## src/rtl/mulu.sv

```systemverilog
// rtl/mulu.sv - sequential unsigned radix-2 shift-add multiplier, 2*WIDTH-bit product
// Optional early termination on an exhausted multiplier: define MULU_EARLY_TERM_EN.
module mulu #(
  parameter int WIDTH = 32
) (
  input  logic                 clock,
  input  logic                 reset,
  input  logic                 start,
  input  logic [WIDTH-1:0]     multiplicand,
  input  logic [WIDTH-1:0]     multiplier,
  output logic [2*WIDTH-1:0]   product,
  output logic                 busy,
  output logic                 done
);

  localparam int CW = $clog2(WIDTH + 1);

  typedef enum logic {
    IDLE = 1'b0,
    RUN  = 1'b1
  } state_e;

  state_e             state_q, state_d;
  logic [2*WIDTH-1:0] acc_q, acc_d;
  logic [2*WIDTH-1:0] mcand_q, mcand_d;
  logic [2*WIDTH-1:0] product_q, product_d;
  logic [WIDTH-1:0]   mplr_q, mplr_d;
  logic [CW-1:0]      count_q, count_d;
  logic               done_q, done_d;
  logic               last_step;

  // Operands are latched on acceptance so the inputs may change during RUN.
  always_comb begin
    acc_d   = acc_q;
    mcand_d = mcand_q;
    mplr_d  = mplr_q;
    count_d = count_q;
    case (state_q)
      IDLE: begin
        if (start) begin
          mcand_d = {{WIDTH{1'b0}}, multiplicand};
          mplr_d  = multiplier;
          acc_d   = '0;
          count_d = '0;
        end
      end
      RUN: begin
        if (mplr_q[0]) begin
          acc_d = acc_q + mcand_q;
        end
        mcand_d = mcand_q << 1;
        mplr_d  = mplr_q >> 1;
        count_d = count_q + 1'b1;
      end
      default: ;
    endcase
  end

`ifdef MULU_EARLY_TERM_EN
  assign last_step = (state_q == RUN) &&
                     ((count_d == CW'(WIDTH)) || (mplr_d == '0));
`else
  assign last_step = (state_q == RUN) && (count_d == CW'(WIDTH));
`endif

  // product only moves on the finishing edge, so partial sums never show.
  assign product_d = last_step ? acc_d : product_q;
  assign done_d    = last_step;

  always_comb begin
    state_d = state_q;
    case (state_q)
      IDLE:    if (start)     state_d = RUN;
      RUN:     if (last_step) state_d = IDLE;
      default:                state_d = IDLE;
    endcase
  end

  always_ff @(posedge clock or negedge reset) begin
    if (!reset) begin
      state_q <= IDLE;
    end else begin
      state_q <= state_d;
    end
  end

  always_ff @(posedge clock or negedge reset) begin
    if (!reset) begin
      acc_q     <= '0;
      mcand_q   <= '0;
      mplr_q    <= '0;
      count_q   <= '0;
      product_q <= '0;
      done_q    <= 1'b0;
    end else begin
      acc_q     <= acc_d;
      mcand_q   <= mcand_d;
      mplr_q    <= mplr_d;
      count_q   <= count_d;
      product_q <= product_d;
      done_q    <= done_d;
    end
  end

  always_comb begin
    busy    = (state_q == RUN);
    done    = done_q;
    product = product_q;
  end

endmodule

```

## config.mk

```make
export PLATFORM = sky130hd
export DESIGN_NAME = mulu
export DESIGN_NICKNAME = d
export VERILOG_FILES = /design/src/rtl/mulu.sv
export SDC_FILE = /design/constraint.sdc
export NUM_CORES = 1
export LEC_CHECK = 0
export BUFFER_PORTS_ARGS = -buffer_cell sky130_fd_sc_hd__buf_4
export CAP_MARGIN = 0
export CORE_MARGIN = 5
export CORE_UTILIZATION = 55
export DETAILED_ROUTE_END_ITERATION = 7
export GPL_TIMING_DRIVEN = 0
export MAX_ROUTING_LAYER = met4
export PLACE_DENSITY = 0.73
export SYNTH_ARGS = -nofsm -noshare
export SYNTH_HDL_FRONTEND = slang
export SYNTH_SLANG_ARGS = --single-unit
```

## constraint.sdc

```tcl
create_clock -name clock -period 3.8 [get_ports clock]
set_clock_uncertainty 0.2 [all_clocks]
set_input_delay 0.76 -clock clock [delete_from_list [all_inputs] [get_ports clock]]
set_output_delay 0.76 -clock clock [all_outputs]
set_load 0.03 [all_outputs]
```

Word-level counts from Yosys, hierarchy flattened --
Cells that the tools add are included.
Cells by class: $add $sub $neg 2, multiply operators 0, div/mod/pow operators 0, $lt $le $gt $ge 0, eq/ne operators 2, shift-type cells 0, multiplexer cells 12, bitwise logic cells 1, reductions and logical operators 1
Operator list (count):
- $pmux 64 s2 | 2
- $mux 64 | 3
- $add 64x64->64 | 1
- $pmux 32 s2 | 1
- $mux 32 | 1
- $pmux 6 s2 | 1
- $add 6x1->6 const B | 1
- $eq 6x6->1 const B | 1
- $mux 6 | 1
- $mux 1 | 2
- $ne 2x2->1 const B | 1
- $pmux 1 s2 | 1
- $logic_and 1x1->1 | 1
- $not 1->1 | 1
Storage, ports and cells: bits in registers 232, bits in latches 0, bits in writable memories 0, bits in read-only memories 0, bits of input ports 67, memories kept 0

Longest topological paths before layout --
word-level depth 6, depth in mapped cells 12

Worst setup path before layout --
Ideal clock, no wire load.
path type reg2reg, start point register acc_q[0], end point register product_q[32], in the netlist product[32], setup time 0.129 ns, arrival time 2.800 ns, slack 0.670 ns, stages on the path, launching flop included 13, buffers on the path 0, period minus slack after synthesis 3.130 ns, cells stage by stage dfrtp_1 -> ha_1 -> fa_1 -> a21oi_1 -> o21ai_1 -> a311oi_2 -> o211ai_1 -> a41o_1 -> a311o_1 -> a21oi_2 -> xnor2_1 -> o21a_1 -> o21ai_2
Between the ends: word-level cells in the longest chain between the ends 3
Ends and longest elaborated chain:
- start, declared | RTL line 24 | logic [2*WIDTH-1:0] acc_q, acc_d;
- start signal, assigned | RTL line 89 | acc_q <= '0;
- start signal, assigned | RTL line 96 | acc_q <= acc_d;
- $add 64x64->64 | RTL line 49 | acc_d = acc_q + mcand_q;
- $mux 64 | RTL line 48 | if (mplr_q[0]) begin
- $pmux 64 s2 | RTL line 38 | case (state_q)
- end signal, assigned | RTL line 100 | product_q <= product_d;
- end, declared | RTL line 26 | logic [2*WIDTH-1:0] product_q, product_d;
No other way between the ends. A chain may end at the register's enable or synchronous reset.

Final worst setup path --
start point register mcand_q[0], end point register product_q[32], in the netlist product[32]
Between the ends: word-level cells in the longest chain between the ends 3
Ends and longest elaborated chain:
- start, declared | RTL line 25 | logic [2*WIDTH-1:0] mcand_q, mcand_d;
- start signal, assigned | RTL line 97 | mcand_q <= mcand_d;
- $add 64x64->64 | RTL line 49
- $mux 64 | RTL line 48
- $pmux 64 s2 | RTL line 38
No other way between the ends.

==> flow_summary_export.csv <==
group,metric,value,unit
routing,drtPass1Iterations,5,
flow_run,max-cap-violations,0,
power,p_total,14.9,mW
setup_path,startpoint_type,"flop",
setup_path,timing.rr.start,"mcand_q[0]$_DFFE_PN0P_",
synth,yosysWarnings,0,
synth,synth_area_per_cell,9.48,µm²
sta,finalCriticalPeriod,3.65,ns
placement,gp_congestion,0.970,
synth,synthTopCellsByArea,"dfrtp_1 44%, mux2i_1 6.8%, nand2_1 6.4%",
run_status,outcome,"finished clean",
die,dieArea,27500,µm²
power,p_leak,7.50,nW
cts,clk-insertion-delay-late,0.54,ns
grt,antenna_found_initial,0,
routing,post_drt_wl_per_cell,20.5,µm
cts,clock_sinks,232,
routing,wirelength,39.2,mm
cts,clock_path_buffers,3,
synth,syn_area,13300,µm²
placement,dpl.hpwl,28.8,mm
setup_path,critPathRequiredTime,4.00,ns
placement,dp_slack,-0.0571,ns
routing,vias,11500,
final_layout,nets,1701,
power,ir_drop,0.466,mV
setup_path,worstPathMaxFanout,3,
grt,grt_max_degree,120,
setup_path,cp_data_arrival_time,3.86,ns
final_layout,fillCellCount,2050,
sta,hold_ws,0.103,ns
synth,synth_nets,1539,
sta,max_slew_margin,34.7,%
final_layout,syn_to_final_growth,17.6,%
grt,track_usage,28.7,%
worst_hold_path,hp-class,"input port to async pin",
cts,cts_buffers,26,
setup_path,cpPeakStageDelay,0.44,ns
die,core-area,24100,µm²
synth,ys_ff_latch,232,
cts,cts_hold_buf,0,
placement,io_buffers,132,
setup_path,slowest_stage,"fa_1",
sta,layout_setup_ws,0.145,ns
setup_path,regToRegSetupSlack,0.15,ns
cts,root_buffer,"clkbuf_16",
setup_path,cp_common_cell,"a21oi_2",
die,dieHeight,166,µm
setup_path,path_class,"flop to flop",
grt,grt_pass1_wl,62.8,mm
routing,antenna_left,0,
sta,drv_slew,0,
sta,rsz0062_at_grt,"yes",
setup_path,r2r_cells,12,
synth,ys_async_sr_fraction,100,%
synth,synth_edf_count,0,
routing,drt_iter0_markers,1046,
synth,synth.yosys.seq_area_share,43.5,%
setup_path,worstReg2RegEnd,"product[32]$_DFFE_PN0P_",
cts,cts_tree,"done",
final_layout,postLayoutCoreUtil,65.1,%
cts,clkSlewWorstSetupHoldPaths,0.06,ns
synth,syn_inst,1407,
routing,drc,0,
grt,overflow,0,
sta,finalSetupViolations,0,
synth,yosysUniqueCellTypes,74,
sta,hold_viol,0,
synth,yosysTopAreaCell,"dfrtp_1",
die,rows,57,
setup_path,cp_cell_sequence,"ha_1 > fa_1 > a21oi_2 > o21ai_1 > a311oi_2 > o211ai_1 > a41o_1 > a311o_1 > a21oi_2 > xnor2_1 > o21a_1 > o21ai_2",
die,die_w,166,µm
final_layout,drive_above_1_share,16.3,%
synth,synth_top_area_share,43.5,%
sta,finalCritPeriodShare,96.2,%
synth,ys.flop_type,"dfrtp_1",
grt,grt_pass1_vias,11200,
routing,avgViaCountPerCell,6.03,
die,ioPinCount,133,
power,p_per_area,949,nW/µm²
sta,tightestPinTransition,0.980,ns
sta,max_freq,0.274,GHz
setup_path,worst_setup_path_end_kind,"flop",
die,start_util,55.4,%
cts,htreeDepth,1,
final_layout,antenna_cells,0,
[area by class of cell]
cell class / instances / area [µm²] / area share [%]
repair buffers: 134 / 1030 / 6.59
clock buffers: 37 / 753 / 4.80
well taps: 324 / 405 / 2.58
inverters: 26 / 97.6 / 0.622
multi-input cells: 1062 / 7120 / 45.4
flip-flops and latches: 232 / 5810 / 37.0
clock inverters: 11 / 111 / 0.710
plain buffers: 87 / 368 / 2.34
[synthesized netlist by cell type, types with 7 or more instances]
cell type / count
o21a_1: 7
nand4_1: 27
nand2_1: 229
o21ai_0: 151
o31ai_1: 8
dfrtp_1: 232
ha_1: 64
clkbuf_1: 53
inv_1: 25
o21bai_1: 13
nor2_1: 54
a21oi_1: 87
buf_2: 7
a31oi_1: 9
a21o_1: 39
a22o_1: 44
nor3_1: 10
xor2_1: 22
mux2_2: 32
buf_1: 20
o211ai_1: 12
nand3_1: 20
o21ai_1: 13
and3_1: 7
nor2b_1: 7
xnor2_1: 34
mux2i_1: 90
[repair_timing]
action,in CTS,in global routing
pin swaps,0,6
gates resized for setup,2,10
setup buffers,0,1
setup endpoints to repair,7,19
[layout by cell type (no fill, tap or decap), types with 3 or more instances in the layout]
cell and count:
a211oi_1 6, a21o_1 39, a21oi_1 84, a21oi_2 6, a22o_1 44, a22oi_1 3, a31oi_1 8, and2_1 4
and3_1 7, buf_1 19, buf_2 7, buf_4 138, clkbuf_1 58, clkbuf_16 27, clkbuf_8 4, clkinv_2 7
dfrtp_1 232, ha_1 64, inv_1 25, mux2_2 32, mux2i_1 89, nand2_1 229, nand2b_1 6, nand3_1 20
nand4_1 27, nor2_1 54, nor2b_1 7, nor3_1 10, nor3b_1 3, nor4_1 4, o211ai_1 12, o21a_1 7
o21ai_0 151, o21ai_1 13, o21ai_2 3, o21bai_1 13, o31a_1 3, o31ai_1 8, xnor2_1 34, xor2_1 22
[critical path: cells and delay by family (launching register included)]
| kind | cells | cell delay, ns |
|---|---|---|
| compound gates | 9 | 2.06 |
| xor+xnor | 1 | 0.17 |
| fa+ha+maj | 2 | 0.68 |
| flops | 1 | 0.41 |
[through the flow]
| stage | area [µm²] | setup TNS, ns | instances |
|---|---|---|---|
| floorplan | 13300 | 0 | 1407 |
| global placement | 14700 | -6.52 | 1863 |
| detailed placement | 14800 | -0.136 | 1864 |
| CTS | 15600 | 0 | 1912 |
| global route | 15700 | -0.0312 | 1913 |
| finish | 15700 | 0 | 1913 |
[cell families (layout without fill, tap and decap cells)]
logic type               count (synthesis)  count (layout)  share of synthesized area, %
AO/OA/AOI/OAI                          433             433                          20.8
adder cells (fa/ha/maj)                 65              65                          6.15
XOR/XNOR                                56              56                          3.68
AND/OR/NAND/NOR                        386             386                          12.9
multiplexers                           122             122                          9.45
buffers and inverters                  113             295                          3.47
flip-flops                             232             232                          43.5
[where the power goes]
part | switching, mW | leakage (nW) | total, mW | internal (mW)
clock network | 1.06 | 0.429 | 2.58 | 1.51
logic | 4.99 | 4.08 | 8.00 | 3.01
registers | 0.809 | 3.00 | 4.31 | 3.50
[layer usage]
| layer | vias up | track usage [%] | routed length, µm |
|---|---|---|---|
| met2 | 411 | 42.9 | 17800 |
| li1 | 5403 | - | - |
| met3 | 72 | 4.24 | 2430 |
| met1 | 5651 | 41.4 | 17800 |
| met4 | 0 | 8.11 | 1220 |
| met5 | - | - | 0 |
[registers in the layout (all words and copies together) (netlist names)]
register,flops
mcand_q,64
acc_q,64
mplr_q,32
count_q,6
busy,1
done,1
product,64
[worst max path at each step]
stage,cells after the start,startpoint,to
2_1_floorplan,12,acc_q[0]$_DFF_PN0_,product[32]$_DFFE_PN0P_
3_3_place_gp,1,reset,mplr_q[18]$_DFFE_PN0P_
3_5_place_dp,8,busy$_DFF_PN0_,product[62]$_DFFE_PN0P_
4_1_cts,12,mcand_q[0]$_DFFE_PN0P_,product[62]$_DFFE_PN0P_
5_1_grt,12,mcand_q[0]$_DFFE_PN0P_,product[52]$_DFFE_PN0P_
6_report,12,mcand_q[0]$_DFFE_PN0P_,product[32]$_DFFE_PN0P_
No activity file was read; power rests on OpenSTA's default activity.
